==> src/rtl/banco_sched.sv <==
// banco_sched: two-requester round-robin write arbiter for a single-port bank,
// with a zero-fill sweep of the whole bank on request.
module banco_sched #(
    parameter int M = 32,
    parameter int N = 10
) (
    input  logic         clk,
    input  logic         rst,
    input  logic         req0,
    input  logic [N-1:0] addr0,
    input  logic [M-1:0] data0,
    output logic         gnt0,
    input  logic         req1,
    input  logic [N-1:0] addr1,
    input  logic [M-1:0] data1,
    output logic         gnt1,
    input  logic         clr_start,
    output logic         busy,
    output logic         done,
    output logic         wen,
    output logic [N-1:0] waddr,
    output logic [M-1:0] wdata
);

    typedef enum logic {NORMAL, CLEAR} state_t;

    // One past the last address; the extra counter bit stops the sweep cleanly.
    localparam logic [N:0] FILL_END = {1'b1, {N{1'b0}}};

    state_t       state, state_n;
    logic [N:0]   cnt, cnt_n;
    logic         ptr, ptr_n;
    logic         wen_n, done_n;
    logic [N-1:0] waddr_n;
    logic [M-1:0] wdata_n;

    always_ff @(posedge clk) begin
        if (rst) begin
            state <= NORMAL;
            cnt   <= '0;
            ptr   <= 1'b0;
            wen   <= 1'b0;
            waddr <= '0;
            wdata <= '0;
            done  <= 1'b0;
        end else begin
            state <= state_n;
            cnt   <= cnt_n;
            ptr   <= ptr_n;
            wen   <= wen_n;
            waddr <= waddr_n;
            wdata <= wdata_n;
            done  <= done_n;
        end
    end

    always_comb begin
        state_n = state;
        cnt_n   = cnt;
        ptr_n   = ptr;
        wen_n   = 1'b0;
        waddr_n = waddr;
        wdata_n = wdata;
        done_n  = 1'b0;
        gnt0    = 1'b0;
        gnt1    = 1'b0;
        unique case (state)
            NORMAL: begin
                if (clr_start) begin
                    state_n = CLEAR;
                    cnt_n   = {{N{1'b0}}, 1'b1};
                    wen_n   = 1'b1;
                    waddr_n = '0;
                    wdata_n = '0;
                end else begin
                    // ptr=1 means requester 1 wins the next tie
                    gnt0 = req0 && (!req1 || !ptr);
                    gnt1 = req1 && (!req0 || ptr);
                    if (gnt0) begin
                        wen_n   = 1'b1;
                        waddr_n = addr0;
                        wdata_n = data0;
                        ptr_n   = 1'b1;
                    end else if (gnt1) begin
                        wen_n   = 1'b1;
                        waddr_n = addr1;
                        wdata_n = data1;
                        ptr_n   = 1'b0;
                    end
                end
            end
            CLEAR: begin
                if (cnt == FILL_END) begin
                    state_n = NORMAL;
                    cnt_n   = '0;
                    done_n  = 1'b1;
                end else begin
                    wen_n   = 1'b1;
                    waddr_n = cnt[N-1:0];
                    wdata_n = '0;
                    cnt_n   = cnt + 1'b1;
                end
            end
            default: state_n = NORMAL;
        endcase
        if (rst) begin
            gnt0 = 1'b0;
            gnt1 = 1'b0;
        end
    end

    assign busy = (state == CLEAR);

endmodule
==> config.mk <==
export PLATFORM = sky130hd
export DESIGN_NAME = banco_sched
export DESIGN_NICKNAME = d
export VERILOG_FILES = /design/src/rtl/banco_sched.sv
export SDC_FILE = /design/constraint.sdc
export NUM_CORES = 1
export LEC_CHECK = 0
export ABC_AREA = 1
export CORE_MARGIN = 1.5
export CORE_UTILIZATION = 41
export CTS_CLUSTER_SIZE = 40
export DETAILED_ROUTE_END_ITERATION = 7
export GPL_ROUTABILITY_DRIVEN = 1
export GPL_TIMING_DRIVEN = 0
export PLACE_DENSITY = 0.79
export SYNTH_ARGS = -nofsm -noshare
export SYNTH_HDL_FRONTEND = slang
export SYNTH_SLANG_ARGS = --single-unit
==> constraint.sdc <==
create_clock -name clk -period 1.67 [get_ports clk]
set_clock_uncertainty 0.2 [all_clocks]
set_input_delay 0.2505 -clock clk [delete_from_list [all_inputs] [get_ports clk]]
set_output_delay 0.2505 -clock clk [all_outputs]
set_load 0.02 [all_outputs]
Word-level counts from Yosys, hierarchy flattened:

Cells that the tools add are included.

* bits in registers: 57
* logic and storage cells: 54
* output and inout bits: 47

* bitwise logic cells: 2
* reductions and logical operators: 11
* add/sub/neg operators: 1
* eq/ne operators: 4
* muxes and demuxes: 29

Operator list (number)
* 32-bit two-way mux: 4
* 32-bit case mux with 2 select lines: 1
* 10-bit two-way mux: 4
* 11-bit two-way mux: 2
* 11-bit case mux with 2 select lines: 1
* 10-bit case mux with 2 select lines: 1
* 1-bit two-way mux: 14
* 11-bit by 1-bit adder with 11-bit output (second input constant): 1
* 11-bit equality test (second input constant): 1
* 2-bit inequality test (second input constant): 2
* 4-bit inequality test (second input constant): 1
* 1-bit case mux with 2 select lines: 2
* 1-bit zero test: 3
* 3-bit AND reduction: 1
* 1-bit logical AND: 2
* 1-bit logical OR: 2
* 1-bit inverter: 2
* 2-bit AND reduction: 1
* 2-bit nonzero test: 1
* 2-bit OR reduction: 1

Depth between registers and ports, before layout:

* depth in word-level cells: 7
* mapped depth: 13

Worst setup path after synthesis:

No wires, ideal clock.

* kind: reg2out
* start: register state (netlist: busy)
* end: output gnt1
* arrival: 1.501 ns
* required time: 1.219 ns
* cell stages (with the launch flop): 6
* slack: -0.281 ns
* buffers on the path: 2
* cells stage by stage: dfxtp_1 buf_4 nor2_8 buf_2 nand2_1 a211oi_1

* cells in the longest elaborated chain, start to end: 2

RTL lines
* start, declared: line 30 `state_t state, state_n;`
* start signal, assigned: line 47 `state <= state_n;`
* 1-bit two-way mux: line 67 `unique case (state)`
* 1-bit two-way mux: line 106 `if (rst) begin`
* end, declared: line 16 `output logic gnt1,`

Every way passes these cells.

Final worst setup path:

* start: register state (netlist: busy)
* end: output gnt0

* cells in the longest elaborated chain, start to end: 2

RTL lines
* 1-bit two-way mux: line 67
* 1-bit two-way mux: line 106
* end, declared: line 12 `output logic gnt0,`

Every way passes these cells.

==> metrics <==
r2r startpoint=cnt[0]; met2 routed WL=6570 um; drt drc=0; setup slack, reg-to-reg=-0.17 ns; mean post-synth cell area=6.43 um2; hpwl dp=8820 um; P per Cell Area=692 mW/mm2; status=finished with violations; CTS sink cnt=57; Most used DFF post-synth=dfxtp_1; Iter 0 DRT Violations=214; Worst Setup EP=gnt0; post-route ant nets=0; Slew @ Worst Pin=0.662 ns; failing checks=negative setup slack; Post-Place Worst Slack=-1.11 ns; Routability Congestion=0.965; Worst Setup Start Kind=flop; diodes inserted=0; Total GRT Usage=0.269; Std-Cell Rows=34; leading area contributor after synthesis=dfxtp_1; P_leak=2.97 nW; Hold Path Cell Cnt=6; RSZ-0062 raised after global routing=true; setup_tns=-1.94 ns; Crit path required time=1.22 ns; Hold WC Path Type=in -> reg; vias in the first global route=4,333; antenna violations before repair=0; max-cap viol count=0; period utilization=1.14; IO Count=136; Peak VDD IR=0.400 mV; Port-buffer cells=134; Fmax=526 MHz; min Tclk post-route=1.90 ns; Synthesized Nets=661; Syn Inst Count=570; Core Region=0.00868 mm2; Via-to-Cell Ratio=5.17; met3 WL=846 um; Yosys top cell area share=0.311; fin nets=830; FF-to-FF End=wdata[30]; post-route cell area=0.00593 mm2; CP arrival=1.45 ns; ranking of synthesized cells by area=dfxtp_1, nand2_1, nor2_1; Yosys cell types=31; DR top layer=met4; Area growth syn-to-layout=61.7%; largest net degree at the start of global routing=11; Final Max Slew Viols=0; CTS tree=built; count leader, synth=nand2_1; WL final=13,000 um; #FFs+latches synth=57; clk_lat worst skew=0.34 ns; clock root buffer=clkbuf_8; Crit Path Max Fanout=8; hold_sp=req0; H-Tree Depth=3; fillers=735; Die H=97.6 um; Worst-path clk slew=0.07 ns; wl on met1=5250 um; Pre-antenna DRT Iters=5; commonest cells in the netlist=nand2_1, nor2_1, nand3_1, inv_1, dfxtp_1; Final Hold Fails=0; Worst Setup Slack, final=-0.230 ns; CP endpoint kind=primary output; die width=97.6 um; Layout Utilization=0.683; Placed Instance Area=0.00521 mm2; WL per Instance=15.2 um; die area=0.00952 mm2; CTS buffer count=9; setup violators final=29; yosys warns=0; number of flops mapped to enable cells by yosys=0; critical path class=reg -> out; cell count of the worst reg-to-reg path=13; sequential share of the synthesized area=0.311; GRT Residual Overflow=0; Starting Density=0.422; total number of vias=4,407; Longest Clk Path Bufs=2; first-pass GRT wire length=20,700 um; Worst slew margin=0.558; layout cells sized above 1=0.218; Mapped Area=0.00367 mm2; Worst setup startpoint=busy; Async S/R FF share, synth=0
[worst max-delay path, stage by stage (launching register included)]
cell and delay, ns:
dfxtp_2 0.33, buf_6 0.13, nor2_8 0.12, inv_4 0.08, nor2_4 0.12, inv_2 0.07
nor2_4 0.11, buf_6 0.13
[where the power goes]
group	total, mW	internal (mW)	switching (mW)
combinational	1.12	0.541	0.577
sequential	1.47	1.43	0.0433
clock	1.51	0.916	0.597
[placed cells by master, fill, tap and decap left out, types with 9 or more instances in the layout]
master / count
a21oi_1: 13
buf_4: 24
buf_6: 14
clkbuf_8: 12
clkdlybuf4s50_1: 85
dfxtp_1: 53
dlygate4sd2_1: 47
inv_1: 61
nand2_1: 126
nand3_1: 57
nand3_2: 27
nand3b_1: 26
nor2_1: 86
nor2_2: 17
o21ai_1: 9
[worst min path at each step]
stage,endpoint,slack [ns]
2_1_floorplan,cnt[10],0.24
3_3_place_gp,wdata[21],0.26
3_5_place_dp,wdata[11],0.27
4_1_cts,wdata[1],0.23
5_1_grt,wdata[6],0.30
6_report,wdata[1],0.25
[flip-flops by register name, indices dropped and copies added (netlist names)]
name   cells
cnt       11
done       1
waddr     10
busy       1
wdata     32
ptr        1
wen        1
[metrics by stage]
stage	hold WS, ns	instances	power (mW)
5_1_grt	0.297	852	4.28
2_1_floorplan	0.242	570	2.06
3_5_place_dp	0.273	812	2.52
4_1_cts	0.227	846	4.02
3_3_place_gp	0.265	812	2.49
6_report	0.247	852	4.10
[logic make-up (layout without fill, tap and decap cells)]
| family | after synthesis | in the layout | synth area share |
|---|---|---|---|
| compound gates | 35 | 35 | 0.0590 |
| fa+ha+maj | 2 | 2 | 0.00682 |
| buf+inv | 104 | 278 | 0.133 |
| flops | 57 | 57 | 0.311 |
| simple gates | 372 | 372 | 0.489 |
[metal layers]
| layer | GRT usage | vias up |
|---|---|---|
| li1 | - | 2132 |
| met1 | 0.320 | 2067 |
| met2 | 0.472 | 174 |
| met3 | 0.0640 | 34 |
| met4 | 0.0901 | 0 |
| met5 | 0 | - |
[area by class of cell]
class | instances | area (um2) | share of cell area
Sequential cell | 57 | 1150 | 0.194
Inverter | 67 | 262 | 0.0441
Buffer | 35 | 293 | 0.0494
Multi-Input combinational cell | 409 | 2270 | 0.382
Clock inverter | 5 | 77.6 | 0.0131
Tap cell | 108 | 135 | 0.0228
Clock buffer | 11 | 151 | 0.0255
Timing Repair Buffer | 160 | 1590 | 0.269
[timing repair]
action	CTS	global route
pin swaps	10	14
gates cloned	4	1
buffers inserted	16	6
endpoints found under the setup margin	99	48
hold buffers	0	0
gates resized for setup	99	53
Note: power is estimated with default switching activity, not from simulation.
